File: src/rtl/sound_event_queue_if.sv
// Sound-event request bus between game logic (master) and the event queue (slave).
interface sound_event_queue_if #(
  parameter int SAMPLE_BITS = 3,
  parameter int EVENT_COUNT = 5
);
  logic [EVENT_COUNT-1:0] EVENTS;
  logic                   MUTE;
  logic [SAMPLE_BITS-1:0] SELECT;
  logic                   TRIGGER;
  logic                   BUSY;

  modport master (output EVENTS, MUTE, input SELECT, TRIGGER, BUSY);
  modport slave  (input EVENTS, MUTE, output SELECT, TRIGGER, BUSY);
endinterface

File: src/rtl/sound_event_queue.sv
// Latches one-cycle sound-event pulses and issues one prioritised sample start at a time,
// followed by a hold-off window that only a strictly higher-priority request may pre-empt.
module sound_event_queue #(
  parameter int SAMPLE_BITS = 3,
  parameter int EVENT_COUNT = 5,
  parameter int HOLD_CYCLES = 1250000,
  parameter int HOLD_BITS   = 21
) (
  input  logic                   CLK,
  input  logic                   RESET,
  sound_event_queue_if.slave     bus
);
  typedef enum logic {S_IDLE, S_HOLD} state_t;

  localparam logic [HOLD_BITS-1:0] HOLD_LOAD = HOLD_BITS'(HOLD_CYCLES - 1);

  state_t                 r_state;
  logic [EVENT_COUNT-1:0] r_pend;
  logic [SAMPLE_BITS-1:0] r_select;
  logic [SAMPLE_BITS-1:0] r_cur;
  logic [HOLD_BITS-1:0]   r_cnt;
  logic                   r_trigger;
  logic                   r_busy;

  logic [SAMPLE_BITS-1:0] w_cand;
  logic                   w_any;
  logic                   w_issue;
  logic [EVENT_COUNT-1:0] w_clr;
  logic [EVENT_COUNT-1:0] w_pend_nxt;

  // Candidate comes from registered pending bits only; lowest index wins.
  always_comb begin
    w_cand = '0;
    for (int i = EVENT_COUNT - 1; i >= 0; i--) begin
      if (r_pend[i]) w_cand = SAMPLE_BITS'(i);
    end
    w_any   = |r_pend;
    w_issue = !bus.MUTE && w_any && ((r_state == S_IDLE) || (w_cand < r_cur));
    w_clr   = w_issue ? (EVENT_COUNT'(1) << w_cand) : '0;
    // Clearing after the OR absorbs a same-index pulse arriving in the issue cycle.
    w_pend_nxt = bus.MUTE ? '0 : ((r_pend | bus.EVENTS) & ~w_clr);
  end

  always_ff @(posedge CLK or posedge RESET) begin
    if (RESET) begin
      r_state   <= S_IDLE;
      r_pend    <= '0;
      r_select  <= '0;
      r_cur     <= '0;
      r_cnt     <= '0;
      r_trigger <= 1'b0;
      r_busy    <= 1'b0;
    end else begin
      r_pend    <= w_pend_nxt;
      r_trigger <= w_issue;
      if (w_issue) begin
        r_select <= w_cand;
        r_cur    <= w_cand;
        r_cnt    <= HOLD_LOAD;
        r_state  <= S_HOLD;
        r_busy   <= 1'b1;
      end else if (r_state == S_HOLD) begin
        if (r_cnt == '0) begin
          r_state <= S_IDLE;
          r_busy  <= 1'b0;
        end else begin
          r_cnt <= r_cnt - HOLD_BITS'(1);
        end
      end
    end
  end

  assign bus.SELECT  = r_select;
  assign bus.TRIGGER = r_trigger;
  assign bus.BUSY    = r_busy;
endmodule

File: src/flat_wrapper.sv
// flat-port wrapper written by rule: the top's interface ports become plain ports
module sound_event_queue_flat 
#(
  parameter int SAMPLE_BITS = 3,
  parameter int EVENT_COUNT = 5,
  parameter int HOLD_CYCLES = 1250000,
  parameter int HOLD_BITS   = 21
)
  (CLK, RESET, bus_EVENTS, bus_MUTE, bus_SELECT, bus_TRIGGER, bus_BUSY);
  sound_event_queue_if #(.SAMPLE_BITS(SAMPLE_BITS), .EVENT_COUNT(EVENT_COUNT)) bus_i ();
  input  logic CLK;
  input  logic RESET;
  input wire logic [$bits(bus_i.EVENTS)-1:0] bus_EVENTS;
  input wire logic [$bits(bus_i.MUTE)-1:0] bus_MUTE;
  output wire logic [$bits(bus_i.SELECT)-1:0] bus_SELECT;
  output wire logic [$bits(bus_i.TRIGGER)-1:0] bus_TRIGGER;
  output wire logic [$bits(bus_i.BUSY)-1:0] bus_BUSY;
  assign bus_i.EVENTS = bus_EVENTS;
  assign bus_i.MUTE = bus_MUTE;
  assign bus_SELECT = bus_i.SELECT;
  assign bus_TRIGGER = bus_i.TRIGGER;
  assign bus_BUSY = bus_i.BUSY;
  sound_event_queue #(.SAMPLE_BITS(SAMPLE_BITS), .EVENT_COUNT(EVENT_COUNT), .HOLD_CYCLES(HOLD_CYCLES), .HOLD_BITS(HOLD_BITS)) u_core (.CLK(CLK), .RESET(RESET), .bus(bus_i));
endmodule
File: config.mk
export PLATFORM = sky130hd
export DESIGN_NAME = sound_event_queue_flat
export DESIGN_NICKNAME = d
export VERILOG_FILES = /design/src/rtl/sound_event_queue_if.sv /design/src/rtl/sound_event_queue.sv /design/src/flat_wrapper.sv
export SDC_FILE = /design/constraint.sdc
export NUM_CORES = 1
export LEC_CHECK = 0
export CORE_AREA = 2 2 53 93
export DETAILED_ROUTE_END_ITERATION = 10
export DIE_AREA = 0 0 55 95
export MAX_ROUTING_LAYER = met4
export PLACE_DENSITY_LB_ADDON = 0.08
export SLEW_MARGIN = 10
export SYNTH_ARGS = -nofsm -noshare
export SYNTH_HDL_FRONTEND = slang
export SYNTH_SLANG_ARGS = --single-unit
File: constraint.sdc
create_clock -name CLK -period 2.45 [get_ports CLK]
set_input_delay 0.3675 -clock CLK [delete_from_list [all_inputs] [get_ports CLK]]
set_output_delay 0.3675 -clock CLK [all_outputs]
set_load 0.05 [all_outputs]
==> flow_metrics.py <==
metrics = {
    "setup_path": {
        "cpPeakStageDelay_ps": 550,
        "crit_path_max_fanout": 24,
        "end_kind": "flip-flop",
        "worst-path-buf-inv": 1,
        "cp_cell_sequence": "or3_4, or4_4, o31ai_4, buf_4, or4b_2, nand3_1",
        "critPathKind": "flip-flop to flip-flop",
        "setup.worst_path.start_class": "flip-flop",
        "crit_family": "simple AND/OR/NAND/NOR gates",
        "cp.arrival_ps": 2480,
        "required_ps": 2600,
        "critPathSlowestCell": "or4_4",
    },
    "routing": {
        "num_vias": 1472,
        "drtIter0Drc": 33,
        "routed_via_density": 5.82,
        "route.detailed.drc": 0,
        "wl_per_cell_um": 16.7,
        "first_pass_iters": 6,
        "route.antenna.remaining_nets": 0,
        "drt-total-wl_um": 4220,
    },
    "cts": {
        "cts_resized": 0,
        "cts_buffers": 5,
        "clock_latency_ps": 280,
        "clockBufferDepth": 2,
        "clock-sinks": 32,
        "htreeDepth": 2,
        "cts_setup_buffers": 0,
        "cts_tree": "built",
        "hold_buffers": 0,
        "path_clk_slew_ps": 70,
        "ctsRootBufferMaster": "clkbuf_8",
    },
    "run": {
        "drv_cap": 0,
    },
    "timing": {
        "fmax_ghz": 0.428,
        "holdWs_ps": 470,
        "setup_viol": 0,
        "tightestPinTransition_ps": 497,
        "tns_ps": 0,
        "finalCriticalPeriod_ps": 2340,
        "rsz0062_at_grt": "false",
        "report.final.slew_viol_count": 0,
        "hold_violations": 0,
        "finalCritPeriodShare": 0.953,
        "slew_headroom": 0.665,
        "finClkSkew_ps": 8.01,
    },
    "outcome": {
        "outcome": "finished, final reports clean",
    },
    "synthesis": {
        "ys_ff_latch": 32,
        "synthFlopType": "dfrtp_1",
        "synth_edf_count": 0,
        "yosys-top-cells-area": "dfrtp_1 46%, nor2_1 3.4%, o21ai_0 2.9%",
        "avgSynthCellArea_sq_um": 9.93,
        "synthTopCellsByCount": "32 x dfrtp_1, 16 x nor2_1, 13 x nand2_1",
        "synth.most_common_cell": "dfrtp_1",
        "ys_async_sr_fraction": 1.00,
        "yosysWarningCount": 0,
        "ys_types": 48,
        "syn_inst": 176,
        "seq_area_frac_synth": 0.458,
        "syn_nets": 187,
        "synth_top_area_share": 0.458,
        "synthesis.area_sq_um": 1750,
        "yosysTopAreaCell": "dfrtp_1",
    },
    "grt": {
        "antenna_found_initial": 0,
        "grt.overflow.total": 0,
        "grt_pass1_wl_um": 6930,
        "grt_pass1_vias": 1495,
        "grt_max_degree": 33,
        "grtUsageTotal": 0.190,
    },
    "floorplanning": {
        "dieWidth_um": 55,
        "die-area_sq_um": 5230,
        "ioPinCount": 13,
        "die_h_um": 95,
        "num_rows": 33,
        "start_util": 0.385,
        "core_area_sq_um": 4540,
    },
    "power_and_ir_drop": {
        "total_leakage_power_nw": 0.785,
        "ir_drop_mv": 0.460,
        "powerDensity_nw_per_um2": 844,
    },
    "min_path": {
        "hold_class": "input pin to async pin",
    },
    "final_layout": {
        "syn2layout_area_growth_pct": 18.2,
        "nFillCells": 454,
        "layout.nets": 211,
        "drive_above_1_share": 0.219,
        "antennaDiodeCount": 0,
        "finish.utilization": 0.455,
    },
    "place": {
        "portBuffers": 12,
        "dpl.hpwl_um": 3130,
        "routabilityCongestion": 0.817,
    },
}
-- cell type report --
| class | count | area [sq um] | area share |
|---|---|---|---|
| inverters | 10 | 37.5 | 0.0182 |
| multi-input cells | 128 | 867 | 0.420 |
| flip-flops and latches | 32 | 801 | 0.388 |
| clock buffers | 6 | 82.6 | 0.0400 |
| clock inverters | 2 | 10.0 | 0.00485 |
| repair buffers | 23 | 203 | 0.0981 |
| well taps | 52 | 65.1 | 0.0315 |
-- report_power, final --
group          leakage [nW]  internal (mW)  switching, mW
sequential            0.376          0.611         0.0806
clock                0.0510          0.224          0.192
combinational         0.358          0.237          0.400
-- worst paths after layout --
path                             startpoint              end  slack [ps]  depth (start not counted)
min in group CLK            u_core.r_cnt[1]  u_core.r_cnt[1]         520                          2
setup reg to reg           u_core.r_cnt[13]  u_core.r_cnt[7]         110                          6
hold / removal                        RESET  u_core.r_cnt[0]         470                          3
hold reg to reg             u_core.r_cnt[1]  u_core.r_cnt[1]         520                          2
setup / recovery           u_core.r_cnt[13]  u_core.r_cnt[7]         110                          6
max in group asynchronous             RESET  u_core.r_cnt[7]        1670                          3
-- metrics by stage --
stage          setup slack [ps]  cells  instance area, sq um  total power, mW
2_1_floorplan              74.9    176                  1750             1.10
6_report                    115    253                  2070             1.74
3_3_place_gp               61.9    245                  1970             1.31
4_1_cts                    49.5    253                  2060             1.76
5_1_grt                    21.2    253                  2070             1.87
3_5_place_dp               58.8    245                  1970             1.33
-- cells by family after synthesis --
logic type / Yosys count / synth area share
simple gates: 73 / 0.240
flops: 32 / 0.458
xor+xnor: 4 / 0.0200
buf+inv: 16 / 0.0501
mux: 1 / 0.00573
fa+ha+maj: 3 / 0.0215
compound gates: 47 / 0.205
-- placed cells by master, fill, tap and decap left out, types with 4 or more instances in the layout --
master	netlist	layout
nor3_1	4	4
clkdlybuf4s50_1	0	12
o41ai_1	4	4
o31ai_1	5	5
a21oi_2	4	4
or3_1	5	5
inv_1	10	10
nand3_1	8	8
nand2_1	13	13
clkbuf_8	0	6
a21oi_1	4	4
or3_2	4	4
or4_2	5	5
dfrtp_1	32	32
or4_1	4	4
buf_4	1	11
o21ai_0	10	9
nor2_1	16	16
-- sequential cells by signal, indices dropped and copies added (netlist names) --
signal	flops
u_core.bus.SELECT	3
u_core.r_pend	5
u_core.r_cnt	21
u_core.r_state	1
u_core.bus.TRIGGER	1
u_core.bus.BUSY	1
-- metal layers --
layer  track usage  wire length [um]  up-vias
li1              -                 -      707
met5             -                 0        -
met2         0.347              2430       30
met3        0.0348               131        5
met1         0.191              1610      730
met4        0.0630                49        0
-- worst min-delay path: cells and delay by family --
family	cells	cell delay (ps)
buf+inv	3	810
Note: power is estimated with default switching activity, not from simulation.
